$ cat config.mk
export PLATFORM = sky130hd
export DESIGN_NAME = aug_pingpong_sched
export DESIGN_NICKNAME = d
export VERILOG_FILES = /design/src/rtl/aug_pkg.sv /design/src/rtl/aug_bank_writer.sv /design/src/rtl/aug_pingpong_sched.sv
export SDC_FILE = /design/constraint.sdc
export NUM_CORES = 1
export LEC_CHECK = 0
export ABC_AREA = 1
export BUFFER_PORTS_ARGS = -buffer_cell sky130_fd_sc_hd__buf_2
export CAP_MARGIN = 40
export CORE_MARGIN = 2
export CORE_UTILIZATION = 40
export DETAILED_ROUTE_END_ITERATION = 8
export SYNTH_ARGS = -nofsm -noshare
export SYNTH_HDL_FRONTEND = slang
export SYNTH_SLANG_ARGS = --single-unit
$ cat constraint.sdc
create_clock -name clk -period 2.8 [get_ports clk]
set_input_delay 0 -clock clk [delete_from_list [all_inputs] [get_ports clk]]
set_output_delay 0 -clock clk [all_outputs]
set_load 0.02 [all_outputs]
$ cat src/rtl/aug_pkg.sv
// Shared types and default geometry for the ping-pong augmentation scheduler.
package aug_pkg;

   localparam int unsigned IMG_PIXELS = 784;
   localparam int unsigned ADDR_W     = 11;
   localparam int unsigned PIX_W      = 8;

   typedef enum logic [1:0] {EMPTY, FILLING, FULL, DRAINING} bank_state_t;
   typedef enum logic [1:0] {IDLE, START, WAIT} drain_state_t;

   function automatic logic is_writable(input bank_state_t s);
      return (s == EMPTY) || (s == FILLING);
   endfunction

   // Number of banks holding a complete image (waiting or being cropped).
   function automatic logic [1:0] count_held(input bank_state_t s0, input bank_state_t s1);
      logic [1:0] n;
      n = 2'd0;
      if (s0 == FULL || s0 == DRAINING) n = n + 2'd1;
      if (s1 == FULL || s1 == DRAINING) n = n + 2'd1;
      return n;
   endfunction

endpackage

$ cat src/rtl/aug_bank_writer.sv
// Fill side: accepts pixels into the current write bank and issues the registered BRAM write.
module aug_bank_writer #(
   parameter int unsigned IMG_PIXELS = aug_pkg::IMG_PIXELS,
   parameter int unsigned ADDR_W     = aug_pkg::ADDR_W,
   parameter int unsigned PIX_W      = aug_pkg::PIX_W
) (
   input  logic              clk,
   input  logic              reset,
   input  logic [PIX_W-1:0]  s_pixel,
   input  logic              s_valid,
   input  logic [1:0]        bank_free,
   output logic              s_ready,
   output logic              wbank,
   output logic              hs_c,
   output logic              fill_done_c,
   output logic [1:0]        bank_we,
   output logic [ADDR_W-1:0] bank_waddr,
   output logic [PIX_W-1:0]  bank_wdata
);

   logic [ADDR_W-1:0] wcnt;

   assign s_ready     = bank_free[wbank];
   assign hs_c        = s_valid && s_ready;
   assign fill_done_c = hs_c && (wcnt == ADDR_W'(IMG_PIXELS - 1));

   // Write port is registered one cycle behind the handshake.
   always_ff @(posedge clk) begin
      if (reset) begin
         wbank      <= 1'b0;
         wcnt       <= '0;
         bank_we    <= 2'b00;
         bank_waddr <= '0;
         bank_wdata <= '0;
      end else begin
         bank_we <= hs_c ? (wbank ? 2'b10 : 2'b01) : 2'b00;
         if (hs_c) begin
            bank_waddr <= wcnt;
            bank_wdata <= s_pixel;
            wcnt       <= fill_done_c ? '0 : wcnt + ADDR_W'(1);
         end
         if (fill_done_c) wbank <= ~wbank;
      end
   end

endmodule

$ cat src/rtl/aug_pingpong_sched.sv
// Ping-pong bank scheduler: tracks bank ownership, sequences crop start/done, and muxes crop reads.
module aug_pingpong_sched #(
   parameter int unsigned IMG_PIXELS   = aug_pkg::IMG_PIXELS,
   parameter int unsigned ADDR_W       = aug_pkg::ADDR_W,
   parameter int unsigned PIX_W        = aug_pkg::PIX_W,
   parameter int unsigned START_LEN    = 2,
   parameter int unsigned DONE_TIMEOUT = 65535
) (
   input  logic              clk,
   input  logic              reset,
   input  logic [PIX_W-1:0]  s_pixel,
   input  logic              s_valid,
   output logic              s_ready,
   output logic [1:0]        bank_we,
   output logic [ADDR_W-1:0] bank_waddr,
   output logic [PIX_W-1:0]  bank_wdata,
   input  logic [ADDR_W-1:0] rd_addr,
   output logic [ADDR_W-1:0] bank_raddr,
   input  logic [PIX_W-1:0]  bank_rdata0,
   input  logic [PIX_W-1:0]  bank_rdata1,
   output logic [PIX_W-1:0]  rd_data,
   output logic              crop_start,
   input  logic              crop_done,
   output logic [1:0]        banks_full,
   output logic              timeout_err
);
   import aug_pkg::*;

   localparam int unsigned SCNT_W = (START_LEN > 1) ? $clog2(START_LEN) : 1;

   bank_state_t       bstate [2];
   bank_state_t       bs_nxt [2];
   drain_state_t      dstate, dnext;
   logic              wbank, rbank, rsel_d;
   logic              hs_c, fill_done_c;
   logic [SCNT_W-1:0] scnt;
   logic [15:0]       tcnt;
   logic              timeout_hit_c, start_go_c, release_c, forced_c, crop_start_nxt;

   aug_bank_writer #(
      .IMG_PIXELS (IMG_PIXELS),
      .ADDR_W     (ADDR_W),
      .PIX_W      (PIX_W)
   ) u_writer (
      .clk         (clk),
      .reset       (reset),
      .s_pixel     (s_pixel),
      .s_valid     (s_valid),
      .bank_free   ({is_writable(bstate[1]), is_writable(bstate[0])}),
      .s_ready     (s_ready),
      .wbank       (wbank),
      .hs_c        (hs_c),
      .fill_done_c (fill_done_c),
      .bank_we     (bank_we),
      .bank_waddr  (bank_waddr),
      .bank_wdata  (bank_wdata)
   );

   assign timeout_hit_c = (DONE_TIMEOUT != 0) && (tcnt == 16'(DONE_TIMEOUT - 1));

   always_ff @(posedge clk) begin
      if (reset) dstate <= IDLE;
      else       dstate <= dnext;
   end

   always_comb begin
      dnext = dstate;
      case (dstate)
         IDLE:    if (bstate[rbank] == FULL) dnext = START;
         START:   if (scnt == SCNT_W'(START_LEN - 1)) dnext = WAIT;
         WAIT:    if (crop_done || timeout_hit_c) dnext = IDLE;
         default: dnext = IDLE;
      endcase
   end

   always_comb begin
      start_go_c     = (dstate == IDLE) && (dnext == START);
      release_c      = (dstate == WAIT) && (dnext == IDLE);
      forced_c       = release_c && !crop_done;
      crop_start_nxt = (dnext == START);
   end

   // Fill and drain always target different banks, so both updates can land together.
   always_comb begin
      bs_nxt = bstate;
      if (hs_c)       bs_nxt[wbank] = fill_done_c ? FULL : FILLING;
      if (start_go_c) bs_nxt[rbank] = DRAINING;
      if (release_c)  bs_nxt[rbank] = EMPTY;
   end

   always_ff @(posedge clk) begin
      if (reset) begin
         bstate[0]   <= EMPTY;
         bstate[1]   <= EMPTY;
         rbank       <= 1'b0;
         rsel_d      <= 1'b0;
         scnt        <= '0;
         tcnt        <= '0;
         crop_start  <= 1'b0;
         timeout_err <= 1'b0;
         banks_full  <= 2'd0;
      end else begin
         bstate      <= bs_nxt;
         rsel_d      <= rbank;
         scnt        <= (dstate == START) ? scnt + SCNT_W'(1) : '0;
         tcnt        <= (dstate != WAIT) ? 16'd0 : ((tcnt == 16'hFFFF) ? tcnt : tcnt + 16'd1);
         crop_start  <= crop_start_nxt;
         timeout_err <= timeout_err | forced_c;
         banks_full  <= count_held(bs_nxt[0], bs_nxt[1]);
         if (release_c) rbank <= ~rbank;
      end
   end

   assign bank_raddr = rd_addr;
   assign rd_data    = rsel_d ? bank_rdata1 : bank_rdata0;

endmodule
* Yosys cells after proc, flatten, opt, wreduce, memory -nomap -nowiden
Cells that the tools add are included.
** Storage, ports and cells
- Flip-flop bits (word level) :: 62
- Input port bits :: 39
- Output and inout bits :: 45
- Word-level logic and storage cells :: 92
** Operators by class
- Add/subtract/negate cells :: 4
- Order comparisons :: 5
- Equal/unequal tests :: 14
- Mux-type cells :: 24
- Bitwise operators :: 10
- Reductions and logical operators :: 20
** Operators by type and width (number)
- 16-bit equality test, second input constant :: 2
- 2-bit 2-to-1 mux :: 12
- 16-bit by 1-bit adder with 16-bit output, second input constant :: 1
- 2-bit equality test, second input constant :: 6
- 4-bit 2-to-1 mux :: 3
- 11-bit by 1-bit adder with 11-bit output, second input constant :: 1
- 11-bit by 10-bit equality test with 1-bit output, second input constant :: 1
- 11-bit 2-to-1 mux :: 1
- 2-bit by 1-bit equality test with 1-bit output, second input constant :: 4
- 2-bit zero test :: 4
- 8-bit 2-to-1 mux :: 1
- 1-bit logical AND :: 7
- 2-bit case mux with 3 select lines :: 1
- 2-bit OR reduction :: 3
- 1-bit logical OR :: 5
- 4-bit bitwise AND :: 1
- 4-bit bitwise mux :: 1
- 2-bit demux with 1-bit select :: 2
- 2-bit greater-or-equal comparator, second input constant :: 2
- 2-bit by 1-bit less-than comparator with 1-bit output, second input constant :: 2
- 1-bit NOT :: 4
- 1-bit NOT with 2-bit output :: 2
- 4-bit NOT :: 1
- 4-bit OR :: 1
- 7 further kinds :: 9

* Logic depth before layout (Yosys ltp)
- Depth after elaboration :: 19
- Depth in mapped cells :: 10
- Mapped depth without buffers :: 10

* Hierarchy
A second synthesis with hierarchy kept.
** Unflattened totals
- Cell total of the unflattened synthesis :: 410
- Area, all modules :: 2997.9 um^2
** Modules (own cells, without submodules)
- aug_pingpong_sched :: times used 1, cells each 214, area an instance 1567.8 um^2, sequential area each 580.6 um^2
- aug_bank_writer :: times used 1, cells each 196, area an instance 1430.1 um^2, sequential area each 660.6 um^2

* Worst setup path before layout
No wires, ideal clock.
- Path type :: reg2reg
- Start :: register tcnt[0]
- End :: register tcnt[1]
- Library setup time :: 0.119 ns
- Data arrival time :: 1.313 ns
- Data required time :: 2.681 ns
- Slack :: 1.368 ns
- Cell stages (with the launch flop) :: 9
- Clock period less this slack :: 1.432 ns
- Path through :: dfxtp_1 -> ha_1 -> inv_1 -> nor2_4 -> nand2_2 -> nor2_4 -> inv_2 -> o21ai_0 -> a21oi_1
** Between the ends
- Longest elaborated chain between the ends :: 1
- Elaborated cells on any way between the ends :: 2
- Classes of those cells :: add/sub: 1; eq/ne: 1
** RTL lines
- from (decl) :: RTL line aug_pingpong_sched.sv:37 : logic [15:0] tcnt;
- from (signal assigned) :: RTL line aug_pingpong_sched.sv:106 : tcnt <= (dstate != WAIT) ? 16'd0 : ((tcnt == 16'hFFFF) ? tcnt : tcnt + 16'd1);
- 16-bit by 1-bit adder with 16-bit output / 16-bit equality test (equally long branches) :: RTL line aug_pingpong_sched.sv:106
Parallel ways exist; a longest one is shown, timed or not.
A chain may end at the register's enable or synchronous reset.

* Worst setup path in the final report
- Start :: register u_writer.wbank
- End :: register u_writer.wbank
** Between the ends
- Longest elaborated chain between the ends :: 4
- Elaborated cells on any way between the ends :: 5
- Classes of those cells :: mux: 2; bitwise: 1; reduce/logical: 2
** RTL lines
- from (decl) :: RTL line aug_bank_writer.sv:13 : output logic wbank,
- from (signal assigned) :: RTL line aug_bank_writer.sv:42 : if (fill_done_c) wbank <= ~wbank;
- 1-bit 2-to-1 mux (not written as such) (2 in a row) :: RTL line aug_bank_writer.sv:23 : assign s_ready = bank_free[wbank];
- 1-bit logical AND :: RTL line aug_bank_writer.sv:24 : assign hs_c = s_valid && s_ready;
- 1-bit logical AND :: RTL line aug_bank_writer.sv:25 : assign fill_done_c = hs_c && (wcnt == ADDR_W'(IMG_PIXELS - 1));
Parallel ways exist; a longest one is shown, timed or not. The select of a mux whose other input is x is not followed.

==> metrics <==
yosys warns 0; row count 31; r2r startpoint u_writer.wbank; DR vias/cell 4.65; sequential cell area fraction in the yosys report 42.5%; flop-to-flop setup slack 870 ps; commonest non-fill, non-tap cell in the layout nand2_1; Syn Area/Cell 7.87 um^2; core area 0.00718 mm^2; CP Launch Point u_writer.wbank; latest clock arrival within the worst-skew pair 350 ps; Worst R2R End u_writer.wbank; Pwr per Cell Area 505 mW/mm^2; r2r worst-path depth 7; area added between synthesis and finish 19.3%; CTS HTree Levels 3; Remaining Overflow, GRT 0; Max-Slew Margin vs Limit 66.9%; pin count of the biggest net entering global routing 36; CP cell instances inv_2 > a21oi_4 > nand2_2 > inv_2 > nand3_1 > nand2_2 > o22ai_1; Setup Skew 10.0 ps; Tcrit/Tclk final 68.8%; Critical Path RT 3020 ps; Hold Path Class in -> out; Crit Path Class reg -> reg; initial DRC count 119; DIE AREA 0.00800 mm^2; clock transition at the registers of the reported paths 70 ps; placed wire-length estimate 4.52 mm; Syn Nets 413; CP max FO 35; all-layer global routing usage 16.2%; via count 2495; first-pass GRT wire length 9.83 mm; Die Y 89.4 um; commonest non-fill, non-tap cells in the layout nand2_1 (68), dfxtp_1 (62), buf_2 (61); post-CTS resize count 0; Total Neg Setup Slack 0 ps; routed wire length 6.21 mm; Crit-path slowest cell inv_2; worst vdd rail ir drop 0.000219 V; CTS sink count 62; max-slew violations 0; number of buffers created by CTS 9; Setup crit end u_writer.wbank; fin crit period 1930 ps; CTS Buffer Depth 2; Antenna Violating Nets Remaining 0; Fmax 0.519 GHz; first-pass detailed-route iteration total 4; vias in the first global route 2240; max cap viols 0; number of hold buffers added after cts 9; Starting Density 40.7%; CP peak stage delay 480 ps; io pins 84; initial antenna violation count 0; Crit. End Element flip-flop; n_diodes 0; status complete, no violations; startpoint types flip-flop; Die X 89.4 um; Hold Slack 0.00561 ps; setup violators final 0; gpl congestion 0.795; CTS tree built; average wire per standard cell 11.6 um; Mapped Area 0.00292 mm^2; Static Leak 1.46 nW; RSZ-0062 raised after global routing false; Worst Path Arrival 2140 ps; CTS root buffer clkbuf_8; DR DRC count 0; synthesized flop and latch total 62; Setup Buffers After CTS 0; Port Buffers 61; Worst-Margin Slew 495 ps; final hold viol count 0; layout cell share with drive strength beyond 1 27.7%; Distinct cells, synth 36; Final #Nets 474; Post-Syn Instances 371
area by class of cell:
| type | count | area [um^2] |
|---|---|---|
| Sequential cell | 62 | 1240 |
| Timing Repair Buffer | 71 | 403 |
| Inverter | 38 | 143 |
| Multi-Input combinational cell | 250 | 1390 |
| Clock inverter | 7 | 56.3 |
| Tap cell | 99 | 124 |
| Clock buffer | 9 | 124 |
| Fill cell | 715 | 3690 |
registers in the layout, summed over array words and instances, names as in the netlist:
| register | flops |
|---|---|
| scnt | 1 |
| u_writer.bank_waddr | 11 |
| u_writer.bank_wdata | 8 |
| timeout_err | 1 |
| crop_start | 1 |
| u_writer.bank_we | 2 |
| banks_full | 2 |
| bstate | 4 |
| dstate | 2 |
| tcnt | 16 |
| rbank | 1 |
| u_writer.wbank | 1 |
| u_writer.wcnt | 11 |
| rsel_d | 1 |
how the worst min path moves through the flow:
stage,start,end,slack (ps),cells past startpoint
floorplan,rd_addr[0],bank_raddr[0],110,1
global placement,rd_addr[1],bank_raddr[1],0.1,0
detailed placement,rd_addr[1],bank_raddr[1],0.1,0
CTS,rd_addr[1],bank_raddr[1],0.1,0
global route,rd_addr[10],bank_raddr[10],0.03,0
finish,rd_addr[6],bank_raddr[6],0.006,0
critical path, delay by kind of cell, from the launching register on:
kind / cells / cell delay, ps
AO/OA/AOI/OAI: 2 / 230
buffers and inverters: 2 / 560
flip-flops: 1 / 380
AND/OR/NAND/NOR: 3 / 610
routing by layer:
metal / part of all wire, % / vias up / global-route usage, %
met1: 47 / 1100 / 19.3
met3: 5.9 / 8 / 4.99
met4: 1.4 / 0 / 6.65
li1: - / 1319 / -
met2: 45 / 68 / 26.9
met5: 0 / - / 0
logic make-up after synthesis:
| logic type | count (synthesis) | share of synthesized area [%] |
|---|---|---|
| adder cells (fa/ha/maj) | 3 | 1.29 |
| XOR/XNOR | 13 | 3.90 |
| flip-flops | 62 | 42.5 |
| multiplexers | 8 | 3.09 |
| AND/OR/NAND/NOR | 165 | 27.9 |
| buffers and inverters | 59 | 9.77 |
| AO/OA/AOI/OAI | 61 | 11.5 |
Yosys cell counts:
| cell type | number | area [um^2] |
|---|---|---|
| a21o_1 | 2 | 15.0 |
| a21oi_1 | 35 | 175 |
| a21oi_2 | 1 | 8.76 |
| a21oi_4 | 1 | 16.3 |
| a31oi_1 | 1 | 6.26 |
| buf_4 | 15 | 113 |
| buf_6 | 1 | 11.3 |
| clkbuf_1 | 5 | 18.8 |
| clkinv_1 | 1 | 3.75 |
| dfxtp_1 | 62 | 1240 |
| ha_1 | 3 | 37.5 |
| inv_1 | 33 | 124 |
| inv_2 | 4 | 15.0 |
| mux2_2 | 8 | 90.1 |
| nand2_1 | 68 | 255 |
| nand2_2 | 8 | 50.1 |
| nand3_1 | 16 | 80.1 |
| nand3_2 | 6 | 60.1 |
| nand3b_1 | 1 | 7.51 |
| nand4_1 | 3 | 18.8 |
| nor2_1 | 34 | 128 |
| nor2_2 | 3 | 18.8 |
| nor2_4 | 4 | 45.0 |
| nor3_1 | 12 | 60.1 |
| nor3_2 | 4 | 40.0 |
| nor3b_1 | 1 | 7.51 |
| nor3b_2 | 2 | 25.0 |
| nor4_1 | 1 | 6.26 |
| o211a_1 | 1 | 10.0 |
| o21ai_0 | 18 | 90.1 |
| o21ai_2 | 1 | 8.76 |
| o22ai_1 | 1 | 6.26 |
| or2_0 | 1 | 6.26 |
| or2_2 | 1 | 6.26 |
| xnor2_1 | 3 | 26.3 |
| xor2_1 | 10 | 87.6 |
report_power, final:
group	internal [mW]	total, mW	switching, mW
Clock	0.329	0.724	0.395
Sequential	0.899	0.908	0.00899
Combinational	0.0521	0.128	0.0760
through the flow:
| stage | area [um^2] | util (%) | total power, mW | cells | setup WS, ps |
|---|---|---|---|---|---|
| floorplan | 2920 | - | 1.03 | 371 | 1370 |
| global placement | 3210 | 44.8 | 1.05 | 511 | 904 |
| detailed placement | 3210 | 44.8 | 1.05 | 511 | 865 |
| CTS | 3480 | 48.5 | 1.79 | 536 | 849 |
| global route | 3480 | 48.5 | 1.83 | 536 | 654 |
| finish | 3480 | 48.5 | 1.76 | 536 | 873 |
Power figures use the tool's default switching activity.
